`config.mk`:
```
export PLATFORM = sky130hd
export DESIGN_NAME = pdm_mic_tx
export DESIGN_NICKNAME = d
export VERILOG_FILES = /design/src/rtl/pdm_pkg.sv /design/src/rtl/pdm_tx_fifo.sv /design/src/rtl/pdm_mic_tx.sv
export SDC_FILE = /design/constraint.sdc
export NUM_CORES = 1
export LEC_CHECK = 0
export ABC_AREA = 1
export CAP_MARGIN = 20
export CORE_ASPECT_RATIO = 0.5
export CORE_UTILIZATION = 40
export CTS_BUF_LIST = sky130_fd_sc_hd__clkbuf_4 sky130_fd_sc_hd__clkbuf_8
export DETAILED_ROUTE_END_ITERATION = 8
export GPL_TIMING_DRIVEN = 0
export PLACE_DENSITY = 0.57
export SLEW_MARGIN = 5
export SYNTH_ARGS = -nofsm -noshare
export SYNTH_HDL_FRONTEND = slang
export SYNTH_SLANG_ARGS = --single-unit
```
`constraint.sdc`:
```
create_clock -name clk -period 7.2 [get_ports clk]
set_input_delay 1.44 -clock clk [delete_from_list [all_inputs] [get_ports clk]]
set_output_delay 1.44 -clock clk [all_outputs]
set_load 0.02 [all_outputs]
```
`src/rtl/pdm_pkg.sv`:
```
// Shared constants and helpers for the PDM transmit path.
package pdm_pkg;

  localparam int unsigned PCMBIT        = 16;
  localparam int unsigned PDM_SCLK_HZ   = 2_000_000;
  localparam int unsigned OSR_DEFAULT   = 125;
  localparam int unsigned DEPTH_DEFAULT = 16;

  // Signed two's complement to offset binary (flip the sign bit).
  function automatic logic [PCMBIT-1:0] to_offset_bin(input logic [PCMBIT-1:0] s);
    return {~s[PCMBIT-1], s[PCMBIT-2:0]};
  endfunction

endpackage

```
`src/rtl/pdm_tx_fifo.sv`:
```
// DEPTH x PCMBIT synchronous sample FIFO with registered full/empty and sticky overflow.
module pdm_tx_fifo
  import pdm_pkg::*;
#(
  parameter int unsigned DEPTH = DEPTH_DEFAULT
) (
  input  logic              clk,
  input  logic              reset,
  input  logic              wr,
  input  logic [PCMBIT-1:0] wdata,
  input  logic              rd,
  output logic [PCMBIT-1:0] rdata,
  output logic              full,
  output logic              empty,
  output logic              overflow
);

  localparam int unsigned AW = $clog2(DEPTH);

  logic [PCMBIT-1:0] mem [DEPTH];
  logic [AW-1:0]     wr_ptr;
  logic [AW-1:0]     rd_ptr;
  logic [AW:0]       count;
  logic [AW:0]       count_next_c;
  logic              wr_en_c;
  logic              rd_en_c;

  assign wr_en_c = wr & ~full;
  assign rd_en_c = rd & ~empty;
  assign rdata   = mem[rd_ptr];

  // Occupancy after this clock's accepted write and/or read.
  always_comb begin
    count_next_c = count;
    case ({wr_en_c, rd_en_c})
      2'b10:   count_next_c = count + (AW+1)'(1);
      2'b01:   count_next_c = count - (AW+1)'(1);
      default: count_next_c = count;
    endcase
  end

  // Storage array; contents are meaningless until written, so no reset.
  always_ff @(posedge clk) begin
    if (wr_en_c) mem[wr_ptr] <= wdata;
  end

  // Pointers, occupancy and status flags.
  always_ff @(posedge clk or posedge reset) begin
    if (reset) begin
      wr_ptr   <= '0;
      rd_ptr   <= '0;
      count    <= '0;
      full     <= 1'b0;
      empty    <= 1'b1;
      overflow <= 1'b0;
    end else begin
      if (wr_en_c) wr_ptr <= wr_ptr + AW'(1);
      if (rd_en_c) rd_ptr <= rd_ptr + AW'(1);
      count    <= count_next_c;
      full     <= (count_next_c == (AW+1)'(DEPTH));
      empty    <= (count_next_c == '0);
      overflow <= overflow | (wr & full);
    end
  end

endmodule

```
`src/rtl/pdm_mic_tx.sv`:
```
// PCM-to-PDM transmitter: sample FIFO feeding a first-order sigma-delta modulator clocked by sclk ticks.
module pdm_mic_tx
  import pdm_pkg::*;
#(
  parameter int unsigned OSR   = OSR_DEFAULT,
  parameter int unsigned DEPTH = DEPTH_DEFAULT
) (
  input  logic              clk,
  input  logic              reset,
  input  logic              sclk,
  input  logic              en,
  input  logic [PCMBIT-1:0] pcm_i,
  input  logic              wr,
  output logic              full,
  output logic              empty,
  output logic              dat_o,
  output logic              underrun,
  output logic              overflow
);

  localparam int unsigned OW = $clog2(OSR);

  logic              sclk_d;
  logic [OW-1:0]     osr_cnt;
  logic [PCMBIT-1:0] cur;
  logic [PCMBIT-1:0] acc;
  logic [PCMBIT-1:0] fifo_rdata;
  logic              tick_c;
  logic              fetch_c;
  logic              rd_c;
  logic [PCMBIT-1:0] cur_src_c;
  logic [PCMBIT-1:0] u_c;
  logic [PCMBIT:0]   sum_c;

  pdm_tx_fifo #(
    .DEPTH (DEPTH)
  ) u_fifo (
    .clk      (clk),
    .reset    (reset),
    .wr       (wr),
    .wdata    (pcm_i),
    .rd       (rd_c),
    .rdata    (fifo_rdata),
    .full     (full),
    .empty    (empty),
    .overflow (overflow)
  );

  // Tick and fetch decode; a freshly fetched sample bypasses cur into the modulator.
  assign tick_c    = sclk & ~sclk_d;
  assign fetch_c   = tick_c & en & (osr_cnt == '0);
  assign rd_c      = fetch_c & ~empty;
  assign cur_src_c = rd_c ? fifo_rdata : cur;
  assign u_c       = to_offset_bin(cur_src_c);
  assign sum_c     = {1'b0, acc} + {1'b0, u_c};

  // sclk edge detect, frame counter, sample hold and accumulator.
  always_ff @(posedge clk or posedge reset) begin
    if (reset) begin
      sclk_d   <= 1'b0;
      osr_cnt  <= '0;
      cur      <= '0;
      acc      <= '0;
      dat_o    <= 1'b0;
      underrun <= 1'b0;
    end else begin
      sclk_d   <= sclk;
      underrun <= fetch_c & empty;
      if (!en) begin
        osr_cnt <= '0;
        cur     <= '0;
        acc     <= '0;
        dat_o   <= 1'b0;
      end else if (tick_c) begin
        cur     <= cur_src_c;
        acc     <= sum_c[PCMBIT-1:0];
        dat_o   <= sum_c[PCMBIT];
        osr_cnt <= (osr_cnt == OW'(OSR - 1)) ? '0 : osr_cnt + OW'(1);
      end
    end
  end

endmodule

```
# == After elaboration in Yosys (flattened, before gate mapping) ==
# Memories as Yosys holds them, arrays and structs flattened.
# Index checks and enable logic that the tools add are counted.
# word_totals
register_bits,58
ramBits,256
in_bits,21
out_inout_bits,5
elab_cells,52
n_memories,1
# mem_list
name,words,word_bits,rd,rd_ports_with_merged_regs,wr,line,text
u_fifo.mem,16,16,1,0,1,pdm_tx_fifo.sv:20,logic [PCMBIT-1:0] mem [DEPTH];
# classes
add_sub_neg,6
eq_ne,5
mux,13
bitwise_logic,13
reduce_logical,2
# op_table
op,count
$mux 16,5
$mux 7,3
$add 16x16->17,1
$pmux 5 s2,1
$add 4x1->4 const B,2
$and 1x1->1,8
$add 7x1->7 const B,1
$eq 7x7->1 const B,1
$logic_not 7->1,1
$add 5x1->5 const B,1
$eq 5x5->1 const B,1
$logic_not 5->1,1
$sub 5x1->5 const B,1
$mux 1,4
$not 1->1,4
$eq 2x1->1 const B,1
$eq 2x2->1 const B,1
$ne 2x1->1 const B,1
$or 1x1->1,1

# == Longest topological paths before layout ==
# Gate-level depths: netlist of the first run.
# logic_depth
ltp_word,10
depth_mapped,23
mapped_depth_nobuf,21

# == By module ==
# From an unflattened synthesis of the first run, not the netlist that was laid out.
# hier_totals
hier_cells,1192
area_unflattened_um2,14087.3
# modules_own_cells
module,instances,cells_each,area_per_inst_um2,seq_area_each_um2
pdm_tx_fifo,1,798,11212.0,8089.0
pdm_mic_tx,1,394,2875.3,1051.0

# == Least setup slack after synthesis of the first run ==
# OpenSTA, ideal clock, no wires.
# synth_timing
path_type,input to register
start,input port sclk
end,register u_fifo.full
setup_time_ns,0.077
arrival_ns,3.524
required_ns,7.123
path_slack_ns,3.598
stages,11
path_buffers,1
cell_sequence,nand3_2 nor3_4 buf_2 ha_1 fa_1 or2_2 o21ai_0 inv_1 nor3_1 nand3_1 a21oi_1
# synth_between
elab_chain_cells,8
word_cells_on_any_way,9
classes_between,eq/ne: 3; mux: 1; bitwise: 5
# synth_rtl
item,line,text
"start, declared",pdm_mic_tx.sv:10,"input logic sclk,"
$and 1x1->1 *,pdm_mic_tx.sv:50,assign tick_c = sclk & ~sclk_d;
$and 1x1->1 * (2 in a row),pdm_mic_tx.sv:51,assign fetch_c = tick_c & en & (osr_cnt == '0);
$and 1x1->1 *,pdm_mic_tx.sv:52,assign rd_c = fetch_c & ~empty;
$and 1x1->1 *,pdm_tx_fifo.sv:29,assign rd_en_c = rd & ~empty;
net u_fifo.rd_en_c,pdm_tx_fifo.sv:26,logic rd_en_c;
$eq 2x1->1 / $eq 2x2->1 (equally long branches),pdm_tx_fifo.sv:35,"case ({wr_en_c, rd_en_c})"
$pmux 5 s2 *,pdm_tx_fifo.sv:35,
net u_fifo.count_next_c[1],pdm_tx_fifo.sv:24,logic [AW:0] count_next_c;
$eq 5x5->1 *,pdm_tx_fifo.sv:60,full <= (count_next_c == (AW+1)'(DEPTH));
"end signal, assigned",pdm_tx_fifo.sv:60,
"end, declared",pdm_tx_fifo.sv:13,"output logic full,"
# Mark *: on every way through the listed nets, which the timed path passes. The rest lies on a longest branch.
# A chain may end at the register's enable or synchronous reset.

# == Worst setup path after layout of the first run ==
# layout_timing
start,input port en
end,register acc[8]
# layout_between
elab_chain_cells,7
word_cells_on_any_way,8
classes_between,add/sub: 1; eq/ne: 1; mux: 3; bitwise: 3
# layout_rtl
item,line,text
"start, declared",pdm_mic_tx.sv:11,"input logic en,"
$and 1x1->1 (2 in a row),pdm_mic_tx.sv:51,
$and 1x1->1,pdm_mic_tx.sv:52,
$mux 16,pdm_mic_tx.sv:53,assign cur_src_c = rd_c ? fifo_rdata : cur;
$add 16x16->17,pdm_mic_tx.sv:55,"assign sum_c = {1'b0, acc} + {1'b0, u_c};"
$mux 16,pdm_mic_tx.sv:74,end else if (tick_c) begin
$mux 16,pdm_mic_tx.sv:69,if (!en) begin
"end signal, assigned",pdm_mic_tx.sv:76,acc <= sum_c[PCMBIT-1:0];
"end, declared",pdm_mic_tx.sv:26,logic [PCMBIT-1:0] acc;
# Parallel ways exist; a longest one is shown, timed or not. The select of a mux whose other input is x is not followed.

==> reports/qor.csv, run 1 <==
stage,metric,value,unit
detailed_routing,Via-to-Cell Ratio,5.17,
clock_network,CTS Sinks,314,
critical_path,critical path endpoint category,flip-flop,
outcome,outcome,completed,
yosys,"Seq/Total Area, Yosys",0.659,
sta,maximum clock frequency,0.234,GHz
yosys,cell area after synthesis,13900,sq um
detailed_routing,Routed WL,38000,um
final_layout,n_diodes,0,
final_layout,Final #Nets,1471,
power,Pwr Density,360,nW/um^2
yosys,"EDFF count, synth",256,
place,Placed Cells,1834,
detailed_routing,DR WL/cell,19.8,um
final_layout,Storage cell area,9140,sq um
critical_path,nature of the critical path startpoint,input pin,
die,Starting Density,0.413,
place,hpwl dp,25700,um
critical_path,Worst Setup SP,en,
yosys,syn_area_per_cell,10.5,sq um
final_layout,Area Growth Syn to Fin,15.0,%
clock_network,clk buf depth,3,
yosys,"FFs w/ async S/R, synth",0.185,
sta,Final Hold Fails,0,
die,die area,35500,sq um
global_route,global-route wire length before repair,57800,um
critical_path,CP max FO,10,
sta,Final Max Tran Viols,0,
detailed_routing,drc violations,0,
detailed_routing,Vias,9904,
critical_path,WP data required,7.69,ns
clock_network,clock insertion delay at the later pin of the skew report,0.62,ns
die,die span in y,134,um
clock_network,CTS root buf,clkbuf_8,
yosys,Yosys warning total,0,
yosys,"flops & latches, synth",314,
sta,count of final setup violators,0,
place,port bufs,25,
global_route,All-Layer GR Usage,0.220,
yosys,Synth Instances,1327,
run,Max Cap Viol,0,
final_layout,Fill cells,3091,
clock_network,htree depth,2,
clock_network,CTS tree,yes,
global_route,vias in the first global route,9668,
sta,min Tclk post-route,4.28,ns
critical_path,crit path kind,input pin to flip-flop,
final_layout,area of the multi-input gates,4170,sq um
die,number of placed I/O pins,26,
yosys,Netlist cell types,34,
clock_network,hold_buf cts,0,
critical_path,worst reg2reg endpoint,dat_o,
critical_path,worst setup path endpoint,acc[8],
die,Site Rows,47,
critical_path,Worst R2R Start,u_fifo.rd_ptr[2],
power,Leakage,0.00658,uW
die,die width,265,um
final_layout,layout cells sized above 1,0.117,
place,DP Worst Slack,2.31,ns
die,core box area,33600,sq um
final_layout,"commonest non-fill, non-tap cells in the layout","444 x nand2_1, 256 x edfxtp_1, 251 x nand3_1",
clock_network,Worst-path clk slew,0.07,ns
global_route,GRT Residual Overflow,0,
final_layout,Finished Layout Cells,1915,
clock_network,Resize count post-CTS,0,
power,Peak supply drop,0.125,mV
sta,worst slew pin tran,0.873,ns
place,gpl congestion,0.872,
clock_network,TritonCTS buffer count,46,
sta,Tcrit/Tclk final,0.594,
sta,Relative slew margins,0.416,
critical_path,FF-to-FF setup slack,3.39,ns
final_layout,final core utilization,0.475,
global_route,antenna violations before repair,0,
detailed_routing,post-route ant nets,0,
critical_path,R2R depth,21,
final_layout,"most common cell after layout, fill and taps aside",nand2_1,
detailed_routing,First-pass DRT Iterations,7,
sta,Worst Slack Setup Final,2.92,ns
clock_network,number of post-CTS setup repair buffers,0,
sta,Layout Skew,0.0462,ns
critical_path,WP data arrival,4.77,ns
sta,RSZ-0062 raised after global routing,no,
hold_path,Hold Path Class,flip-flop to flip-flop,
global_route,largest net degree at the start of global routing,39,
yosys,dominant synthesized flop cell,edfxtp_1,
sta,setup TNS,0,ns
yosys,Syn Nets,1381,
detailed_routing,drt first-iter violations,1021,
[worst max-delay path: stages]
cell and delay, ns:
clkdlybuf4s50_1 0.58, nand3_2 0.30, nor3_4 0.49, buf_2 0.31, nand2_1 0.08, nand2_1 0.09
inv_1 0.05, ha_1 0.18, inv_1 0.07, fa_1 0.23, inv_1 0.07, nand3_1 0.06
nand3_1 0.14, nand2_1 0.09, nand3_1 0.13, or2_2 0.30, nand3_1 0.07, nand2_1 0.06
[layout make-up]
class,instances,share of cell area
well taps,465,0.0365
flip-flops and latches,314,0.573
multi-input cells,869,0.261
plain buffers,58,0.0175
clock buffers,67,0.0511
clock inverters,14,0.00855
inverters,86,0.0202
repair buffers,42,0.0320
[per-stage QoR]
| step | area [sq um] | total power (uW) | hold slack, ns |
|---|---|---|---|
| floorplan | 13900 | 3460 | 0.455 |
| global placement | 14700 | 4150 | 0.445 |
| detailed placement | 15000 | 4240 | 0.456 |
| CTS | 16000 | 5750 | 0.470 |
| global route | 16000 | 6060 | 0.484 |
| finish | 16000 | 5740 | 0.464 |
[synthesized netlist by cell type, types with 10 or more instances]
| cell type | number | area [sq um] |
|---|---|---|
| xor2_1 | 12 | 105 |
| a21oi_1 | 16 | 80.1 |
| o21ai_0 | 17 | 85.1 |
| clkbuf_1 | 12 | 45.0 |
| dfrtp_1 | 57 | 1430 |
| nor2_1 | 49 | 184 |
| inv_1 | 83 | 312 |
| edfxtp_1 | 256 | 7690 |
| buf_1 | 10 | 37.5 |
| nand3_1 | 251 | 1260 |
| ha_1 | 31 | 388 |
| or2_2 | 17 | 106 |
| nand2_1 | 444 | 1670 |
| buf_2 | 31 | 155 |
[state kept, by name (all words and copies together) (netlist names)]
| signal | cells |
|---|---|
| underrun | 1 |
| u_fifo.rd_ptr | 4 |
| cur | 16 |
| u_fifo.wr_ptr | 4 |
| osr_cnt | 7 |
| u_fifo.mem | 256 |
| u_fifo.count | 5 |
| acc | 16 |
| u_fifo.overflow | 1 |
| u_fifo.full | 1 |
| dat_o | 1 |
| sclk_d | 1 |
| u_fifo.empty | 1 |
[metal layers]
layer | track usage | wire length, um | vias up
met1 | 0.319 | 17400 | 4809
met2 | 0.329 | 16500 | 378
li1 | - | - | 4672
met3 | 0.0503 | 3270 | 45
met4 | 0.0684 | 790 | 0
met5 | 0 | 0 | -
[power breakdown]
| part | switching [uW] | internal [uW] | leakage (uW) |
|---|---|---|---|
| Combinational | 1430 | 560 | 0.00299 |
| Clock | 704 | 803 | 0.000507 |
| Sequential | 75.9 | 2170 | 0.00308 |
[cells by family after synthesis]
group | after synthesis | share of synthesized area
flops | 314 | 0.659
compound gates | 39 | 0.0149
fa+ha+maj | 33 | 0.0308
buf+inv | 144 | 0.0434
simple gates | 782 | 0.243
xor+xnor | 15 | 0.00947
[worst min-delay path by stage]
stage	startpoint	endpoint	slack [ns]	cells past startpoint
final	u_fifo.overflow	u_fifo.overflow	0.46	1
after global placement	u_fifo.overflow	u_fifo.overflow	0.44	1
after detailed placement	u_fifo.overflow	u_fifo.overflow	0.46	1
after global routing	u_fifo.overflow	u_fifo.overflow	0.48	1
after CTS	u_fifo.overflow	u_fifo.overflow	0.47	1
after floorplan	acc[6]	acc[6]	0.46	2
(Power assumes the default switching activity.)
==> inputs of run 2 (changes only) <==
==> constraint.sdc (replaced) <==
create_clock -name clk -period 4.22 [get_ports clk]
set_input_delay 0.844 -clock clk [delete_from_list [all_inputs] [get_ports clk]]
set_output_delay 0.844 -clock clk [all_outputs]
set_load 0.02 [all_outputs]
==> results of run 2 <==
The final DEF is identical to that of run 1. Status: completed.
Main changes from that run: setup slack after placement 2.31 ns -> -0.0731 ns; setup slack after layout 2.92 ns -> 0.405 ns; start point of the critical path en -> u_fifo.rd_ptr[2]; end point of the critical path acc[8] -> dat_o; register-to-register setup slack 3.39 ns -> 0.41 ns; total power 5740 uW -> 9790 uW; worst IR drop on VDD 0.125 mV -> 0.213 mV
==> inputs of run 3 (changes only) <==
--- a/config.mk
+++ b/config.mk
@@ -9,10 +9,10 @@
 export CAP_MARGIN = 20
 export CORE_ASPECT_RATIO = 0.5
 export CORE_UTILIZATION = 40
-export CTS_BUF_LIST = sky130_fd_sc_hd__clkbuf_4 sky130_fd_sc_hd__clkbuf_8
 export DETAILED_ROUTE_END_ITERATION = 8
 export GPL_TIMING_DRIVEN = 0
 export PLACE_DENSITY = 0.57
+export RECOVER_POWER = 100
 export SLEW_MARGIN = 5
 export SYNTH_ARGS = -nofsm -noshare
 export SYNTH_HDL_FRONTEND = slang
==> run 3 against run 2 <==
  * Power shrank 0.87%
  * Critical path depth shrank 2
  * Highest routed layer unchanged
  * Die area unchanged
  * Hold slack got worse by 0.0059 ns
  * Count of clock-buffer cells in the layout down 22
  * Fmax down 0.49%
  * The flow now finishes with violations (max-capacitance violations, max-slew violations)
  * Flip-flop and latch count stayed put
  * Cell count shrank 1.5%
==> reports/qor.csv, run 3 (same netlist as run 1, synthesis figures left out) <==
stage,metric,value,unit
critical_path,worst reg2reg endpoint,dat_o,
die,core box area,33600,sq um
sta,RSZ-0062 raised after global routing,no,
detailed_routing,drc violations,0,
hold_path,hold path startpoint,u_fifo.overflow,
die,number of placed I/O pins,26,
sta,worst slew pin tran,2.09,ns
global_route,All-Layer GR Usage,0.217,
clock_network,Resize count post-CTS,0,
critical_path,nature of the critical path startpoint,input pin,
place,hpwl dp,25700,um
outcome,outcome,"finished, violations left",
power,clock share of power,0.265,
power,Flop pwr share,0.395,
power,Leakage,0.00642,uW
clock_network,CTS tree,yes,
global_route,vias in the first global route,9465,
place,gpl congestion,0.872,
power,combinational cell fraction of total power,0.339,
final_layout,layout cells sized above 1,0.0669,
final_layout,Fill cells,3097,
hold_path,Hold Path Cell Cnt,1,
clock_network,clk buf depth,3,
sta,Layout Skew,0.0181,ns
final_layout,Largest Register,u_fifo.mem,
sta,Relative slew margins,-0.396,
detailed_routing,post-route ant nets,0,
die,die area,35500,sq um
power,internal cell power,6030,uW
final_layout,number of flip-flops in the largest register,256,
global_route,GRT Residual Overflow,0,
final_layout,Area Growth Syn to Fin,12.9,%
critical_path,Worst R2R Start,u_fifo.rd_ptr[2],
power,Net Sw Power,3680,uW
final_layout,Top Registers,"u_fifo.mem x256, acc x16, cur x16",
clock_network,Worst-path clk slew,0.07,ns
critical_path,WP data arrival,4.34,ns
clock_network,TritonCTS buffer count,29,
die,die span in y,134,um
final_layout,Finished Layout Cells,1886,
outcome,failing checks,"max-capacitance violations, max-slew violations",
hold_path,Hold EP,u_fifo.overflow,
clock_network,CTS Sinks,314,
sta,Final Max Tran Viols,39,
hold_path,Hold Path Class,flip-flop to flip-flop,
clock_network,clock insertion delay at the later pin of the skew report,0.58,ns
die,Starting Density,0.413,
power,total power draw,9710,uW
sta,hold slack,0.458,ns
die,Site Rows,47,
clock_network,htree depth,1,
detailed_routing,Routed WL,37500,um
sta,setup TNS,0,ns
critical_path,FF-to-FF setup slack,0.42,ns
global_route,antenna violations before repair,0,
power,Pwr Density,620,nW/um^2
detailed_routing,First-pass DRT Iterations,5,
global_route,largest net degree at the start of global routing,39,
detailed_routing,DR WL/cell,19.9,um
final_layout,Final #Nets,1454,
global_route,global-route wire length before repair,57300,um
sta,count of final setup violators,0,
die,die width,265,um
critical_path,CP max FO,10,
place,port bufs,25,
critical_path,R2R depth,21,
power,Peak supply drop,0.357,mV
critical_path,WP data required,4.73,ns
final_layout,"commonest non-fill, non-tap cells in the layout","444 x nand2_1, 256 x edfxtp_1, 251 x nand3_1",
place,Placed Cells,1834,
run,Max Cap Viol,1,
final_layout,n_diodes,0,
detailed_routing,drt first-iter violations,933,
sta,min Tclk post-route,3.83,ns
final_layout,"most common cell after layout, fill and taps aside",nand2_1,
clock_network,CTS root buf,clkbuf_16,
clock_network,number of post-CTS setup repair buffers,0,
detailed_routing,Via-to-Cell Ratio,5.22,
sta,maximum clock frequency,0.261,GHz
power,switching share of power,0.379,
clock_network,hold_buf cts,0,
detailed_routing,Vias,9837,
sta,Final Hold Fails,0,
sta,Tcrit/Tclk final,0.908,
critical_path,crit path kind,input pin to flip-flop,
critical_path,critical path endpoint category,flip-flop,
[run 3: changes by cell type in the layout (fill, tap and decap cells not counted), moves of 17 or more]
cell / change
clkbuf_1: +33
clkbuf_16: +30
clkbuf_4: -17
clkbuf_8: -47
clkdlybuf4s50_1: -24
dlygate4sd3_1: +24
[run 3: worst max-delay path by stage]
stage | from | endpoint | slack, ns
after floorplan | sclk | u_fifo.full | 1.21
after global placement | en | acc[8] | 0.03
after detailed placement | en | u_fifo.full | -0.07
after CTS | u_fifo.rd_ptr[2] | dat_o | 0.45
after global routing | sclk | acc[8] | 0.12
final | en | dat_o | 0.39
[run 3: cell type report]
cell class,count,area (sq um),share of cell area
multi-input cells,869,4130,0.264
inverters,86,323,0.0206
plain buffers,58,267,0.0170
flip-flops and latches,314,9140,0.583
clock inverters,7,73.8,0.00471
clock buffers,45,837,0.0534
repair buffers,42,314,0.0200
well taps,465,582,0.0371
[run 3: critical path: stages]
cell and delay (ns):
clkdlybuf4s50_1 0.58, nand3_2 0.30, nor3_4 0.47, clkbuf_1 0.37
or2_2 0.19, nand2_1 0.07, inv_1 0.06, ha_1 0.15
inv_1 0.06, fa_1 0.45, inv_1 0.10, nand3_1 0.06
nand3_1 0.14, nand2_1 0.07, nand3_1 0.13, nand3b_1 0.09
nand2_1 0.08, nand2_1 0.05, nand2_1 0.07
[run 3: through the flow]
stage	area, sq um	util	setup slack [ns]
CTS	15900	0.474	0.452
floorplan	13900	-	1.21
global placement	14700	0.438	0.0271
global route	15700	0.467	0.123
detailed placement	15000	0.447	-0.0731
finish	15700	0.467	0.387
[run 3: power by group through the flow]
stage / clock network, uW / registers [uW] / logic [uW]
after floorplan: 0 / 3870 / 2020
after global routing: 2730 / 3870 / 3620
after detailed placement: 0 / 3890 / 3350
after global placement: 0 / 3900 / 3190
after CTS: 2610 / 3830 / 3360
final: 2570 / 3840 / 3300
[run 3: metal layers]
layer | vias to the layer above | track usage | share of wire
li1 | 4632 | - | -
met2 | 362 | 0.331 | 0.44
met3 | 46 | 0.0346 | 0.077
met4 | 0 | 0.0472 | 0.020
met1 | 4797 | 0.324 | 0.47
met5 | - | 0 | 0
